[config.mk]
export PLATFORM = sky130hd
export DESIGN_NAME = mesh_job_scheduler
export DESIGN_NICKNAME = d
export VERILOG_FILES = /design/src/rtl/mesh_sched_pkg.sv /design/src/rtl/mesh_job_scheduler_preload_seq.sv /design/src/rtl/mesh_job_scheduler.sv
export SDC_FILE = /design/constraint.sdc
export NUM_CORES = 1
export LEC_CHECK = 0
export CORE_AREA = 4 4 315 317
export CTS_CLUSTER_DIAMETER = 40
export DETAILED_ROUTE_END_ITERATION = 16
export DIE_AREA = 0 0 319 321
export DONT_BUFFER_PORTS = 1
export GPL_ROUTABILITY_DRIVEN = 0
export SLEW_MARGIN = 20
export SYNTH_ARGS = -nofsm -noshare
export SYNTH_HDL_FRONTEND = slang
export SYNTH_HIERARCHICAL = 1
export SYNTH_SLANG_ARGS = --single-unit
[constraint.sdc]
create_clock -name clk -period 5.05 [get_ports clk]
set_clock_uncertainty 0.1 [all_clocks]
set_input_delay 0.7575 -clock clk [delete_from_list [all_inputs] [get_ports clk]]
set_output_delay 0.7575 -clock clk [all_outputs]
set_load 0.01 [all_outputs]
[src/rtl/mesh_sched_pkg.sv]
// Shared definitions for the mesh job scheduler: FSM state codes, the
// default compute latency and the default weight count.
package mesh_sched_pkg;

   // FSM state codes
   localparam logic [2:0] S_IDLE  = 3'd0;
   localparam logic [2:0] S_LOAD  = 3'd1;
   localparam logic [2:0] S_START = 3'd2;
   localparam logic [2:0] S_WAIT  = 3'd3;
   localparam logic [2:0] S_DONE  = 3'd4;

   // Default mesh geometry and the number of weights it holds
   localparam int unsigned DEF_ROWS = 16;
   localparam int unsigned DEF_COLS = 16;
   localparam int unsigned WCOUNT   = DEF_ROWS * DEF_COLS;

   // Start pulse to valid result: skew through rows and columns plus edges
   function automatic int unsigned compute_lat_default(input int unsigned rows,
                                                       input int unsigned cols);
      return rows + cols + 2;
   endfunction

endpackage

[src/rtl/mesh_job_scheduler_preload_seq.sv]
// LOAD-phase weight sequencer: walks the preload address across the mesh,
// registers each accepted weight beat onto the preload port and flags the
// final beat to the scheduler FSM.
module mesh_preload_seq
   import mesh_sched_pkg::*;
#(
   parameter int unsigned DW     = 8,
   parameter int unsigned AW     = 8,
   parameter int unsigned NBEATS = WCOUNT
) (
   input  logic          clk,
   input  logic          rst_n,
   input  logic          clear,
   input  logic          beat,
   input  logic [DW-1:0] w_data,
   output logic          preload_valid,
   output logic [AW-1:0] preload_addr,
   output logic [DW-1:0] preload_data,
   output logic          load_done_c
);

   logic [AW-1:0] addr;

   // Last weight of the matrix is being accepted this cycle
   always_comb begin
      load_done_c = beat && (addr == AW'(NBEATS - 1));
   end

   // Address counter; it stops on the last beat and never wraps into a second pass
   always_ff @(posedge clk or negedge rst_n) begin
      if (!rst_n) begin
         addr <= '0;
      end else if (clear) begin
         addr <= '0;
      end else if (beat && !load_done_c) begin
         addr <= addr + AW'(1);
      end
   end

   // Registered preload write, one cycle behind its beat; valid drops in gaps
   always_ff @(posedge clk or negedge rst_n) begin
      if (!rst_n) begin
         preload_valid <= 1'b0;
         preload_addr  <= '0;
         preload_data  <= '0;
      end else begin
         preload_valid <= beat;
         if (beat) begin
            preload_addr <= addr;
            preload_data <= w_data;
         end
      end
   end

endmodule

[src/rtl/mesh_job_scheduler.sv]
// Mesh job scheduler: accepts one matrix-vector job, streams weights into the
// mesh (unless they are still resident), pulses start, waits the fixed
// compute latency and returns the captured result over valid/ready.
// Optional: define MESH_SCHED_PERF_EN to add the perf_cycles output.
module mesh_job_scheduler
   import mesh_sched_pkg::*;
#(
   parameter int unsigned DW          = 8,
   parameter int unsigned ROWS        = DEF_ROWS,
   parameter int unsigned COLS        = DEF_COLS,
   parameter int unsigned ROW_W       = 4,
   parameter int unsigned COL_W       = 4,
   parameter int unsigned ACC_W       = 16,
   parameter int unsigned LAT_W       = 6,
   parameter int unsigned COMPUTE_LAT = compute_lat_default(ROWS, COLS)
) (
   input  logic                    clk,
   input  logic                    rst_n,
   input  logic                    job_valid,
   output logic                    job_ready,
   input  logic                    job_skip_load,
   input  logic [COLS*DW-1:0]      job_x,
   input  logic                    w_valid,
   output logic                    w_ready,
   input  logic [DW-1:0]           w_data,
   output logic                    preload_valid,
   output logic [ROW_W+COL_W-1:0]  preload_addr,
   output logic [DW-1:0]           preload_data,
   output logic                    start,
   output logic [COLS*DW-1:0]      x_vector_flat,
   input  logic [ROWS*ACC_W-1:0]   result_flat,
   output logic                    res_valid,
   input  logic                    res_ready,
   output logic [ROWS*ACC_W-1:0]   res_data,
   output logic                    busy
`ifdef MESH_SCHED_PERF_EN
   ,
   output logic [15:0]             perf_cycles
`endif
);

   localparam int unsigned AW = ROW_W + COL_W;

   logic [2:0]       state;
   logic [2:0]       state_next;
   logic             wload;
   logic [LAT_W-1:0] wait_cnt;
   logic             accept_c;
   logic             beat_c;
   logic             load_clear_c;
   logic             load_done_c;
   logic             res_hs_c;
   logic             wait_done_c;

   // Handshake qualifiers used by both the FSM and the datapath
   always_comb begin
      accept_c     = (state == S_IDLE) && job_valid && job_ready;
      beat_c       = (state == S_LOAD) && w_valid && w_ready;
      res_hs_c     = (state == S_DONE) && res_valid && res_ready;
      wait_done_c  = (state == S_WAIT) && (wait_cnt == '0);
      load_clear_c = accept_c && !(job_skip_load && wload);
   end

   // Next-state logic; a skip request without resident weights still loads
   always_comb begin
      state_next = state;
      case (state)
         S_IDLE: begin
            if (accept_c) begin
               state_next = (job_skip_load && wload) ? S_START : S_LOAD;
            end
         end
         S_LOAD: begin
            if (load_done_c) begin
               state_next = S_START;
            end
         end
         S_START: begin
            state_next = S_WAIT;
         end
         S_WAIT: begin
            if (wait_done_c) begin
               state_next = S_DONE;
            end
         end
         S_DONE: begin
            if (res_hs_c) begin
               state_next = S_IDLE;
            end
         end
         default: begin
            state_next = S_IDLE;
         end
      endcase
   end

   // State register and state-decoded handshake/status outputs
   always_ff @(posedge clk or negedge rst_n) begin
      if (!rst_n) begin
         state     <= S_IDLE;
         job_ready <= 1'b0;
         w_ready   <= 1'b0;
         start     <= 1'b0;
         busy      <= 1'b0;
      end else begin
         state     <= state_next;
         job_ready <= (state_next == S_IDLE);
         w_ready   <= (state_next == S_LOAD);
         start     <= (state_next == S_START);
         busy      <= (state_next != S_IDLE);
      end
   end

   // Weights-resident flag: dropped when a reload begins, set on its last beat
   always_ff @(posedge clk or negedge rst_n) begin
      if (!rst_n) begin
         wload <= 1'b0;
      end else if (load_clear_c) begin
         wload <= 1'b0;
      end else if (load_done_c) begin
         wload <= 1'b1;
      end
   end

   // Activation latch, held from acceptance until the next job
   always_ff @(posedge clk or negedge rst_n) begin
      if (!rst_n) begin
         x_vector_flat <= '0;
      end else if (accept_c) begin
         x_vector_flat <= job_x;
      end
   end

   // Compute-wait counter, loaded in START and counted down in WAIT
   always_ff @(posedge clk or negedge rst_n) begin
      if (!rst_n) begin
         wait_cnt <= '0;
      end else if (state == S_START) begin
         wait_cnt <= LAT_W'(COMPUTE_LAT - 1);
      end else if ((state == S_WAIT) && (wait_cnt != '0)) begin
         wait_cnt <= wait_cnt - LAT_W'(1);
      end
   end

   // Result capture and valid/ready return channel
   always_ff @(posedge clk or negedge rst_n) begin
      if (!rst_n) begin
         res_valid <= 1'b0;
         res_data  <= '0;
      end else if (wait_done_c) begin
         res_valid <= 1'b1;
         res_data  <= result_flat;
      end else if (res_hs_c) begin
         res_valid <= 1'b0;
      end
   end

`ifdef MESH_SCHED_PERF_EN
   // Job latency counter; the acceptance cycle counts as the first cycle
   always_ff @(posedge clk or negedge rst_n) begin
      if (!rst_n) begin
         perf_cycles <= '0;
      end else if (accept_c) begin
         perf_cycles <= 16'd1;
      end else if (((state == S_LOAD) || (state == S_START) || (state == S_WAIT)) &&
                   (perf_cycles != 16'hFFFF)) begin
         perf_cycles <= perf_cycles + 16'd1;
      end
   end
`endif

   mesh_preload_seq #(
      .DW     (DW),
      .AW     (AW),
      .NBEATS (ROWS * COLS)
   ) u_preload_seq (
      .clk           (clk),
      .rst_n         (rst_n),
      .clear         (load_clear_c),
      .beat          (beat_c),
      .w_data        (w_data),
      .preload_valid (preload_valid),
      .preload_addr  (preload_addr),
      .preload_data  (preload_data),
      .load_done_c   (load_done_c)
   );

endmodule

* Word level (Yosys, flattened, before mapping) *
Cells that the tools add are included.

storage, ports and cells
  bits in registers = 424
  bits of input ports = 398
  output and inout bits = 406
  word-level logic and storage cells = 60

cells by class
  $add $sub $neg = 2
  equality and inequality tests = 7
  multiplexer cells = 14
  reduce and logical (&&, ||, !) cells = 23

operators by type and width
  cell                                              count
  two-way mux 8 bit                                 2
  one-hot mux 3 bit (5 select lines)                1
  logical AND 1 bit                                 12
  two-way mux 3 bit                                 4
  two-way mux 6 bit                                 2
  == test 3 x 2 -> 1 bit, second input constant     3
  adder 8 x 1 -> 8 bit, second input constant       1
  == test 8 bit, second input constant              1
  nonzero test 2 bit                                4
  == test 3 x 1 -> 1 bit, second input constant     2
  logical NOT 3 bit                                 2
  logical NOT 6 bit                                 1
  nonzero test 6 bit                                1
  subtractor 6 x 1 -> 6 bit, second input constant  1
  two-way mux 1 bit                                 4
  == test 3 bit, second input constant              1
  nonzero test 3 bit                                1
  logical NOT 1 bit                                 2
  two-way mux 2 bit                                 1

* Longest topological paths before layout *
Gate-level depths: netlist of run 1.

  depth after elaboration = 8
  gate-level depth with buffers = 8

* Modules after synthesis *
Netlist of run 1, hierarchy kept.

modules (own cells, without submodules)
  module              times used  cells an instance  area an instance (um^2)  sequential area each (um^2)
  mesh_job_scheduler  1           884                15808.9                  9984.6
  mesh_preload_seq    1           84                 1121.1                   625.6

* Worst setup path before layout of run 1 *
OpenSTA, ideal clock, no wires.

  path kind = reg-to-reg
  start point = register wait_cnt[3]
  end point = register res_data[100]
  setup time = 125 ps
  arrival = 1884 ps
  setup slack = 2941 ps
  cell stages (with the launch flop) = 7
  buffers on the path = 3
  cells stage by stage = dfrtp_1 -> or3_4 -> or3_1 -> buf_4 -> buf_6 -> buf_6 -> mux2_4

on the way
  cells in the longest elaborated chain, start to end = 2

ends and longest elaborated chain
  item                    RTL line                   source
  start, declared         mesh_job_scheduler.sv:47   logic [LAT_W-1:0] wait_cnt;
  start signal, assigned  mesh_job_scheduler.sv:139  wait_cnt <= LAT_W'(COMPUTE_LAT - 1);
  start signal, assigned  mesh_job_scheduler.sv:141  wait_cnt <= wait_cnt - LAT_W'(1);
  logical NOT 6 bit       mesh_job_scheduler.sv:60   wait_done_c = (state == S_WAIT) && (wait_cnt == '0);
  logical AND 1 bit       mesh_job_scheduler.sv:60
  end signal, assigned    mesh_job_scheduler.sv:152  res_data <= result_flat;
  end, declared           mesh_job_scheduler.sv:34   output logic [ROWS*ACC_W-1:0] res_data,

Every way passes these cells.
A chain may end at the register's enable or synchronous reset.

* Worst setup path in the final report of run 1 *
  start point = register wait_cnt[0]
  end point = register res_data[23]

The elaborated chain is that of the path after synthesis.

==> results of run 1 <==
-- routing by layer --
metal	share of wire	up-vias	global-route usage
li1	-	3508	-
met1	0.31	4218	0.0830
met5	0.0027	-	0
met2	0.51	585	0.158
met3	0.14	134	0.0608
met4	0.037	22	0.0402
-- cell usage after synthesis (3+ instances only) --
cell / number / area share
inv_1: 3 / 0.00067
nand3_1: 3 / 0.00089
a21oi_1: 4 / 0.0012
clkbuf_1: 5 / 0.0011
nor3_1: 3 / 0.00089
buf_2: 16 / 0.0047
dfrtp_1: 424 / 0.63
nor2b_1: 3 / 0.0011
o21ai_0: 4 / 0.0012
nand2_1: 13 / 0.0029
o211ai_1: 4 / 0.0018
nor2_1: 9 / 0.0020
mux2_2: 201 / 0.13
buf_6: 26 / 0.017
mux2i_1: 5 / 0.0030
nand2b_1: 6 / 0.0022
ha_1: 3 / 0.0022
mux2_4: 203 / 0.18
-- critical path: stages (launching register included) --
cell      delay, ns
dfrtp_1        0.38
inv_1          0.10
ha_1           0.24
nand2b_1       0.13
or3_4          0.46
buf_12         0.54
mux2_2         0.42
-- registers in the layout (all words and copies together), names as in the netlist, 3 cells and up --
signal	flops
wait_cnt	6
u_preload_seq/preload_data	8
u_preload_seq/addr	8
state	3
u_preload_seq/preload_addr	8
x_vector_flat	128
res_data	256
-- through the flow --
step	power [mW]	setup slack (ns)	instances	util
2_1_floorplan	5.57	2.94	968	-
6_report	10.9	2.26	2331	0.214
4_1_cts	11.1	2.27	2320	0.214
3_5_place_dp	6.06	2.28	2200	0.189
5_1_grt	11.4	2.09	2325	0.214
3_3_place_gp	6.00	2.36	2200	0.189
-- power breakdown --
part | switching, mW | total (mW) | internal, mW
clock | 1.78 | 4.94 | 3.16
sequential | 1.05 | 5.15 | 4.10
combinational | 0.240 | 0.828 | 0.587
total | 3.06 | 10.9 | 7.85
-- kinds of logic (layout without fill, tap and decap cells) --
kind of cell,count (synthesis),after routing
buffers and inverters,52,128
DFF,424,424
muxes,409,409
other,0,11
AOI/OAI and AO/OA,25,25
and+or+nand+nor,55,55
adders and majority gates,3,3
-- worst min path at each step --
stage | end | depth (start not counted) | slack, ns | from
final | x_vector_flat[2] | 0 | -0.24 | rst_n
after global routing | x_vector_flat[2] | 0 | -0.32 | rst_n
after detailed placement | x_vector_flat[45] | 0 | 0.37 | rst_n
after CTS | x_vector_flat[2] | 0 | -0.32 | rst_n
after floorplan | busy | 0 | 0.36 | rst_n
after global placement | x_vector_flat[2] | 0 | 0.37 | rst_n
-- cell usage in the layout (no fill, tap or decap), drive strengths merged, types with 6 or more instances in the layout --
master,instances
dfrtp,424
mux2,404
clkbuf,74
inv,21
clkinv,15
nand2,13
diode,11
bufinv,11
nor2,9
nand2b,6
-- cell type report --
type | count | area (sq um) | share of cell area
Multi-Input combinational cell | 492 | 5910 | 0.286
Timing Repair Buffer | 5 | 62.6 | 0.00303
Antenna cell | 11 | 27.5 | 0.00133
Clock inverter | 46 | 667 | 0.0323
Clock buffer | 74 | 1760 | 0.0854
Tap cell | 1276 | 1600 | 0.0773
Inverter | 3 | 11.3 | 0.000545
Sequential cell | 424 | 10600 | 0.514
==> impl_metrics.csv, run 1 <==
group,metric,value,unit
outcome,outcome,"complete, but fails checks",
outcome,violations,"hold timing",
power,powerDensity,528,mW/mm^2
setup_path,worstSetupPathType,"flip-flop to flip-flop",
die,dieArea,0.102,sq mm
clock_tree,cts_buffers,68,
die,die_y,321,microns
run,max-cap-violations,0,
die,start_util,0.176,
layout,nets,1395,
detailed_routing,first_pass_iters,6,
global_route,grt_overflow_total,0,
synth,ys_async_sr_fraction,1.00,
global_route,track_usage,0.0911,
setup_path,required,5.43,ns
place,hpwl,37.2,mm
timing,max_freq,358,MHz
global_route,grt_pass1_wl,69.0,mm
die,die-width,319,microns
clock_tree,clk-insertion-delay-late,0.60,ns
detailed_routing,wl_per_cell,21.4,microns
place,port_buffers,0,
setup_path,critPathMaxFanout,117,
global_route,grt_pass1_vias,9450,
setup_path,worstSetupStartpoint,"wait_cnt[0]",
timing,fin_crit,2.79,ns
layout,final_cell_area,0.0206,sq mm
clock_tree,tritoncts,"yes",
clock_tree,root_buffer,"clkbuf_16",
power,vdd_drop_max,0.229,mV
die,row_count,114,
layout,fillerInstances,10100,
setup_path,crit_path_end_kind,"flip-flop",
global_route,grt_max_degree,425,
clock_tree,cts_max_level,3,
synth,ys_ff_latch,424,
layout,area_growth_syn_to_layout,22.0,%
timing,rsz0062_at_grt,"no",
detailed_routing,ant_nets,0,
timing,fin_crit_sh,0.553,
synth,synth_top_family_by_area,"multiplexers",
synth,synth_edf_count,0,
power,p_leak,9.27,nW
die,ioPinCount,804,
synth,muxShareOfSynthArea,0.317,
synth,synth_fa_ha_area_frac,0.00222,
synth,synth_warnings,6,
timing,worst_slew_pin_slew,0.998,ns
timing,setup_viol,0,
synth,yosysSeqAreaShare,0.627,
setup_path,worstReg2RegEnd,"res_data[23]",
detailed_routing,routed_wl,49.8,mm
synth,synth_nets,1369,
timing,slew_headroom,0.335,
synth,syn-cell-area,0.0169,sq mm
clock_tree,cts.clk_slew.worst_paths,0.05,ns
clock_tree,clockBufferDepth,3,
hold_path,hold_class,"input pin to async pin",
detailed_routing,vias,8467,
synth,synthSimpleGateAreaFrac,0.0187,
detailed_routing,drc_errors,0,
global_route,antenna_found_initial,31,
timing,slew_violations,0,
synth,synthXorXnorAreaFrac,0,
timing,finalHoldViolCount,424,
layout,layout-drive-gt1-share,0.513,
synth,synthCells,968,
synth,synth_compound_area_frac,0.0110,
setup_path,cp.arrival,3.17,ns
setup_path,cp-endpoint,"res_data[23]",
detailed_routing,via_per_inst,3.63,
timing,fin_worst_hold_slack,-0.244,ns
setup_path,rrSetupSlack,2.26,ns
clock_tree,post-cts-setup-buffer-count,0,
place,placed_cell_area,0.0182,sq mm
setup_path,r2r_cells,6,
setup_path,r2r_start,"wait_cnt[0]",
synth,yosysUniqueCellTypes,45,
die,core_region_area,0.0963,sq mm
clock_tree,ctsResizeCount,0,
timing,finalSetupTns,0,ns
detailed_routing,drt-initial-drc-count,398,
synth,synth.avg_cell_area,17.5,sq um
clock_tree,cts.sinks,424,
setup_path,start_kind,"flip-flop",
synth,ys_dominant_reg_cell,"dfrtp_1",
Note: power is estimated with default switching activity, not from simulation.
==> run 2, diff against run 1 <==
--- a/config.mk
+++ b/config.mk
@@ -5,10 +5,10 @@
 export SDC_FILE = /design/constraint.sdc
 export NUM_CORES = 1
 export LEC_CHECK = 0
-export CORE_AREA = 4 4 315 317
+export CORE_AREA = 4 4 308 310
 export CTS_CLUSTER_DIAMETER = 40
 export DETAILED_ROUTE_END_ITERATION = 16
-export DIE_AREA = 0 0 319 321
+export DIE_AREA = 0 0 312 314
 export DONT_BUFFER_PORTS = 1
 export GPL_ROUTABILITY_DRIVEN = 0
 export SLEW_MARGIN = 20
==> constraint.sdc (replaced) <==
create_clock -name clk -period 2.4 [get_ports clk]
set_clock_uncertainty 0.1 [all_clocks]
set_input_delay 0.36 -clock clk [delete_from_list [all_inputs] [get_ports clk]]
set_output_delay 0.36 -clock clk [all_outputs]
set_load 0.01 [all_outputs]
==> run 2 against run 1 <==
Effect of this change: worst hold slack worse by 0.40 ns; power is 110% higher; clock-buffer cell count rose by 4; non-clock buffer count rose by 418; sequential share of layout area fell by 8.2 points; die area is 4.3% lower; clock power up 98%; first-iteration DRC count grew 30%; register-to-register slack lost 2.1 ns; largest power group unchanged; the flow still finishes with violations (hold timing); global-route usage up 1.1 points; sequential cell count stayed put.
==> impl_metrics.csv, run 2 (synthesized netlist as in run 1, its figures left out) <==
group,metric,value,unit
power,combPwrFrac,0.103,
run,max-cap-violations,0,
timing,max_freq,437,MHz
die,ioPinCount,804,
setup_path,critical_path.top_delay_family,"simple AND/OR/NAND/NOR gates",
setup_path,start_kind,"flip-flop",
detailed_routing,via_per_inst,3.84,
power,vdd_drop_max,0.471,mV
detailed_routing,first_pass_iters,5,
setup_path,crit_path_end_kind,"flip-flop",
detailed_routing,vias,10200,
setup_path,critPathBufInv,3,
layout,seq_area,0.0106,sq mm
detailed_routing,routed_wl,53.5,mm
place,post-place-cells,2133,
timing,finalSetupTns,0,ns
power,p_clk_frac,0.426,
clock_tree,ctsResizeCount,0,
global_route,grt_overflow_total,0,
timing,fin_crit,2.29,ns
detailed_routing,ant_nets,0,
hold_path,hold_class,"input pin to async pin",
layout,layout_common_cells,"424 x dfrtp_1, 395 x dlygate4sd3_1, 203 x mux2_4",
layout,largest_register,"res_data",
power,p_leak,11.0,nW
die,start_util,0.185,
timing,fin_worst_hold_slack,-0.646,ns
setup_path,cpMostUsedCell,"buf_12",
clock_tree,tritoncts,"yes",
layout,nets,1811,
outcome,violations,"hold timing",
timing,rsz0062_at_grt,"no",
clock_tree,cts.clk_slew.worst_paths,0.05,ns
detailed_routing,wl_per_cell,20.2,microns
setup_path,cpPeakStageDelay,0.43,ns
layout,area_growth_syn_to_layout,45.1,%
die,core_region_area,0.0917,sq mm
power,p_switching,6.51,mW
clock_tree,clockBufferDepth,3,
power,total_power,22.9,mW
clock_tree,cts_hold_buf,395,
layout,fillerInstances,9072,
power,p_int,16.4,mW
place,placed_cell_area,0.0183,sq mm
place,hpwl,36.6,mm
layout,reg_top3,"res_data: 256 flops, x_vector_flat: 128 flops",
timing,fin_crit_sh,0.952,
setup_path,cp.arrival,2.66,ns
layout,layout-drive-gt1-share,0.379,
timing,worst_slew_pin_slew,0.943,ns
die,dieArea,0.0980,sq mm
global_route,track_usage,0.103,
clock_tree,cts_buffers,66,
power,switching_share,0.284,
timing,slew_headroom,0.371,
setup_path,required,2.78,ns
setup_path,path_cells,"inv_1 -> ha_1 -> nand2b_1 -> or3_4 -> buf_12 -> buf_12 -> mux2_4",
layout,layout_commonest_cell,"dfrtp_1",
global_route,grt_pass1_vias,11400,
setup_path,critPathMaxFanout,40,
layout,final_cell_area,0.0246,sq mm
layout,largest_register_ffs,256,
power,pwr-share-seq,0.471,
clock_tree,cts.sinks,424,
clock_tree,post-cts-setup-buffer-count,0,
timing,finalHoldViolCount,424,
setup_path,crit_slowest_cell,"or3_4",
clock_tree,clk-insertion-delay-late,0.60,ns
detailed_routing,drc_errors,0,
power,powerDensity,934,mW/mm^2
die,row_count,111,
global_route,grt_pass1_wl,76.8,mm
layout,multiInputGateArea,0.00591,sq mm
global_route,antenna_found_initial,14,
setup_path,worstSetupPathType,"flip-flop to flip-flop",
timing,slew_violations,0,
clock_tree,root_buffer,"clkbuf_16",
die,die-width,312,microns
die,die_y,314,microns
detailed_routing,drt-initial-drc-count,518,
place,port_buffers,0,
layout,layout.cells.non_filler,2651,
global_route,grt_max_degree,425,
clock_tree,cts_max_level,3,
outcome,outcome,"complete, but fails checks",
timing,setup_viol,0,
-- run 2: changes by cell type in the layout (fill, tap and decap cells not counted), moves of 4 or more --
| cell | change |
|---|---|
| buf_12 | +5 |
| buf_4 | +18 |
| bufinv_16 | -4 |
| clkbuf_1 | +4 |
| diode_2 | -6 |
| dlygate4sd3_1 | +395 |
-- run 2: worst paths after layout --
check                       startpoint                            end  slack, ns  depth (start not counted)
max in group asynchronous        rst_n  u_preload_seq/preload_addr[7]       2.05                          0
setup / recovery           wait_cnt[0]                  res_data[128]       0.11                          7
setup reg to reg           wait_cnt[0]                  res_data[128]       0.11                          7
min in group clk               w_valid    u_preload_seq/preload_valid       0.09                          2
hold / removal                   rst_n               x_vector_flat[9]      -0.65                          0
hold reg to reg            wait_cnt[4]                    wait_cnt[4]       0.41                          1
-- run 2: stage by stage --
step / utilization / setup WS [ns]
finish: 0.268 / 0.114
global route: 0.268 / 0.0256
CTS: 0.268 / 0.130
detailed placement: 0.200 / 0.143
global placement: 0.200 / 0.168
floorplan: - / 0.291
-- run 2: area by class of cell --
cell class,count,area share
inverters,3,0.000458
diodes,5,0.000509
clock inverters,40,0.0214
multi-input cells,492,0.241
clock buffers,78,0.0715
repair buffers,423,0.173
flip-flops and latches,424,0.432
well taps,1186,0.0604
-- run 2: power by group through the flow --
stage	clock network (mW)	registers [mW]	logic, mW
2_1_floorplan	0	10.2	1.55
3_3_place_gp	0	10.9	1.67
3_5_place_dp	0	10.9	1.77
4_1_cts	10.1	10.8	2.35
5_1_grt	10.3	11.0	2.56
6_report	9.77	10.8	2.36
-- run 2: metal layers --
metal  wire length (microns)  track usage  vias up
li1                        -            -     4341
met1                   17700       0.0985     5165
met2                   28400        0.188      554
met3                    5500       0.0445      112
met4                    1900       0.0498       14
met5                      91            0        -
==> run 3, diff against run 2 <==
--- a/config.mk
+++ b/config.mk
@@ -5,12 +5,14 @@
 export SDC_FILE = /design/constraint.sdc
 export NUM_CORES = 1
 export LEC_CHECK = 0
-export CORE_AREA = 4 4 308 310
+export ABC_AREA = 1
+export CORE_AREA = 4 4 311 313
 export CTS_CLUSTER_DIAMETER = 40
 export DETAILED_ROUTE_END_ITERATION = 16
-export DIE_AREA = 0 0 312 314
+export DIE_AREA = 0 0 315 317
 export DONT_BUFFER_PORTS = 1
 export GPL_ROUTABILITY_DRIVEN = 0
+export RECOVER_POWER = 100
 export SLEW_MARGIN = 20
 export SYNTH_ARGS = -nofsm -noshare
 export SYNTH_HDL_FRONTEND = slang
==> run 3 against run 2 <==
Effect of this change: the run still ends with hold timing left; die area increased by 1.9%; maximum frequency increased by 5.4%; sequential power decreased by 4%; setup slack improved by 0.12 ns; highest routed layer unchanged; worst hold slack got worse by 0.0066 ns; clock power decreased by 5.7%; critical endpoint is now res_data[178]; first-iteration DRC count increased by 56%.
==> impl_metrics.csv, run 3 <==
group,metric,value,unit
synth,ys_async_sr_fraction,1.00,
global_route,grt_pass1_vias,13600,
setup_path,required,2.84,ns
synth,ys_dominant_reg_cell,"dfrtp_1",
timing,worst_slew_pin_slew,0.944,ns
clock_tree,root_buffer,"clkbuf_16",
detailed_routing,first_pass_iters,5,
detailed_routing,via_per_inst,3.89,
power,powerDensity,911,mW/mm^2
place,placed_cell_area,0.0177,sq mm
synth,yosys.area.top_type,"dfrtp_1",
clock_tree,cts_buffers,61,
synth,yosysMostFrequentCell,"nand2_1",
synth,synthSimpleGateAreaFrac,0.214,
clock_tree,cts.sinks,424,
detailed_routing,wl_per_cell,18.3,microns
layout,area_growth_syn_to_layout,46.0,%
timing,finalSetupTns,0,ns
die,row_count,113,
clock_tree,clockBufferDepth,3,
synth,synth_compound_area_frac,0.00677,
power,p_leak,10.4,nW
synth,muxShareOfSynthArea,0.0886,
clock_tree,cts_hold_buf,397,
setup_path,critPathMaxFanout,42,
die,die_y,317,microns
synth,yosysSeqAreaShare,0.652,
layout,largest_register,"res_data",
detailed_routing,drc_errors,0,
timing,fin_worst_hold_slack,-0.653,ns
power,combPwrFrac,0.093,
die,ioPinCount,804,
die,core_region_area,0.0943,sq mm
outcome,outcome,"complete, but fails checks",
place,port_buffers,0,
power,switching_share,0.289,
power,p_switching,6.25,mW
timing,rsz0062_at_grt,"no",
layout,layout-drive-gt1-share,0.131,
layout,layout_common_cells,"849 x nand2_1, 424 x dfrtp_1, 397 x dlygate4sd3_1",
timing,max_freq,461,MHz
synth,synth_nets,1985,
clock_tree,cts_max_level,2,
setup_path,crit_path_end_kind,"flip-flop",
timing,setup_viol,0,
synth,synth.avg_cell_area,10.3,sq um
global_route,grt_pass1_wl,86.2,mm
synth,synth_common_cells,"848 x nand2_1, 424 x dfrtp_1, 128 x mux2_2",
outcome,violations,"hold timing",
synth,synth_area_leaders,"dfrtp_1 65%, nand2_1 20%, mux2_2 8.9%",
synth,yosysUniqueCellTypes,31,
timing,finalHoldViolCount,424,
global_route,track_usage,0.112,
synth,synth_top_area_share,0.652,
setup_path,cp.arrival,2.61,ns
die,die-width,315,microns
synth,synth_fa_ha_area_frac,0.00231,
clock_tree,cts.clk_slew.worst_paths,0.06,ns
die,start_util,0.173,
synth,synthCells,1584,
timing,fin_crit_sh,0.904,
detailed_routing,drt-initial-drc-count,807,
synth,synth_warnings,6,
global_route,antenna_found_initial,11,
setup_path,start_kind,"flip-flop",
power,pwr-share-seq,0.481,
setup_path,worstSetupPathType,"flip-flop to flip-flop",
run,max-cap-violations,0,
clock_tree,clk-insertion-delay-late,0.63,ns
synth,synth_top_family_by_area,"simple AND/OR/NAND/NOR gates",
layout,layout_commonest_cell,"nand2_1",
layout,final_cell_area,0.0238,sq mm
power,vdd_drop_max,0.544,mV
detailed_routing,vias,12900,
place,post-place-cells,2797,
layout,nets,2393,
power,p_int,15.4,mW
synth,synth_edf_count,0,
detailed_routing,routed_wl,60.5,mm
synth,synthXorXnorAreaFrac,0.00162,
timing,slew_headroom,0.371,
layout,reg_top3,"res_data: 256 flops, x_vector_flat: 128 flops",
global_route,grt_max_degree,425,
place,hpwl,42.0,mm
layout,post-route-util,0.252,
power,p_clk_frac,0.426,
synth,ys_ff_latch,424,
layout,largest_register_ffs,256,
clock_tree,tritoncts,"yes",
clock_tree,ctsResizeCount,0,
timing,fin_crit,2.17,ns
die,dieArea,0.0999,sq mm
layout,layout.cells.non_filler,3312,
hold_path,hold_class,"input pin to async pin",
timing,slew_violations,0,
detailed_routing,ant_nets,0,
global_route,grt_overflow_total,0,
synth,syn-cell-area,0.0163,sq mm
## run 3: worst paths after layout
path,start,end,slack (ns),cells past startpoint
max reg2reg,wait_cnt[0],res_data[178],0.23,8
min reg2reg,wload,wload,0.42,2
min,rst_n,x_vector_flat[85],-0.65,0
max,wait_cnt[0],res_data[178],0.23,8
max in group asynchronous,rst_n,res_data[174],2.07,0
min in group clk,w_data[3],u_preload_seq/preload_data[3],0.29,3
## run 3: power groups by stage
stage	clock network (mW)	registers, mW	logic, mW
final	9.21	10.4	2.02
after global routing	9.79	10.5	2.21
after CTS	9.45	10.4	2.01
after detailed placement	0	10.5	1.42
after global placement	0	10.5	1.35
after floorplan	0	9.67	1.25
## run 3: timing repair
action | in CTS | in global routing
hold endpoints to repair | 824 | 424
buffers inserted | 0 | 0
setup endpoints to repair | 0 | 0
## run 3: per-stage QoR
step / worst slack (ns) / power [mW]
CTS: 0.315 / 21.8
floorplan: 0.368 / 10.9
global placement: 0.367 / 11.8
detailed placement: 0.323 / 11.9
finish: 0.231 / 21.6
global route: 0.0920 / 22.5
## run 3: logic make-up (layout without fill, tap and decap cells)
group           count (synthesis)  in the layout
simple gates                  904            904
flops                         424            424
mux                           128            128
buf+inv                       102            559
compound gates                 20             20
fa+ha+maj                       3              3
xor+xnor                        3              3
other cells                     0              6
## run 3: layout make-up
type                       count  area, sq um
fill                        9753        70600
sequential                   424        10600
multi-input combinational   1058         5100
clock inverter                40          510
inverter                      28          113
timing repair buffer         419         4210
clock buffer                  72         1620
antenna                        6         15.0
tap                         1265         1580
## run 3: worst max-delay path, stage by stage, from the launching register on
cell	delay (ns)
dfrtp_1	0.36
inv_1	0.16
ha_1	0.18
nand3_1	0.16
nor2_4	0.29
buf_12	0.29
buf_4	0.32
nand2_1	0.12
nand2_1	0.09
## run 3: routing by layer
layer / wire length (microns) / track usage
met5: 41 / 0
met4: 1730 / 0.0388
met3: 6870 / 0.0479
met2: 30100 / 0.193
met1: 21800 / 0.124
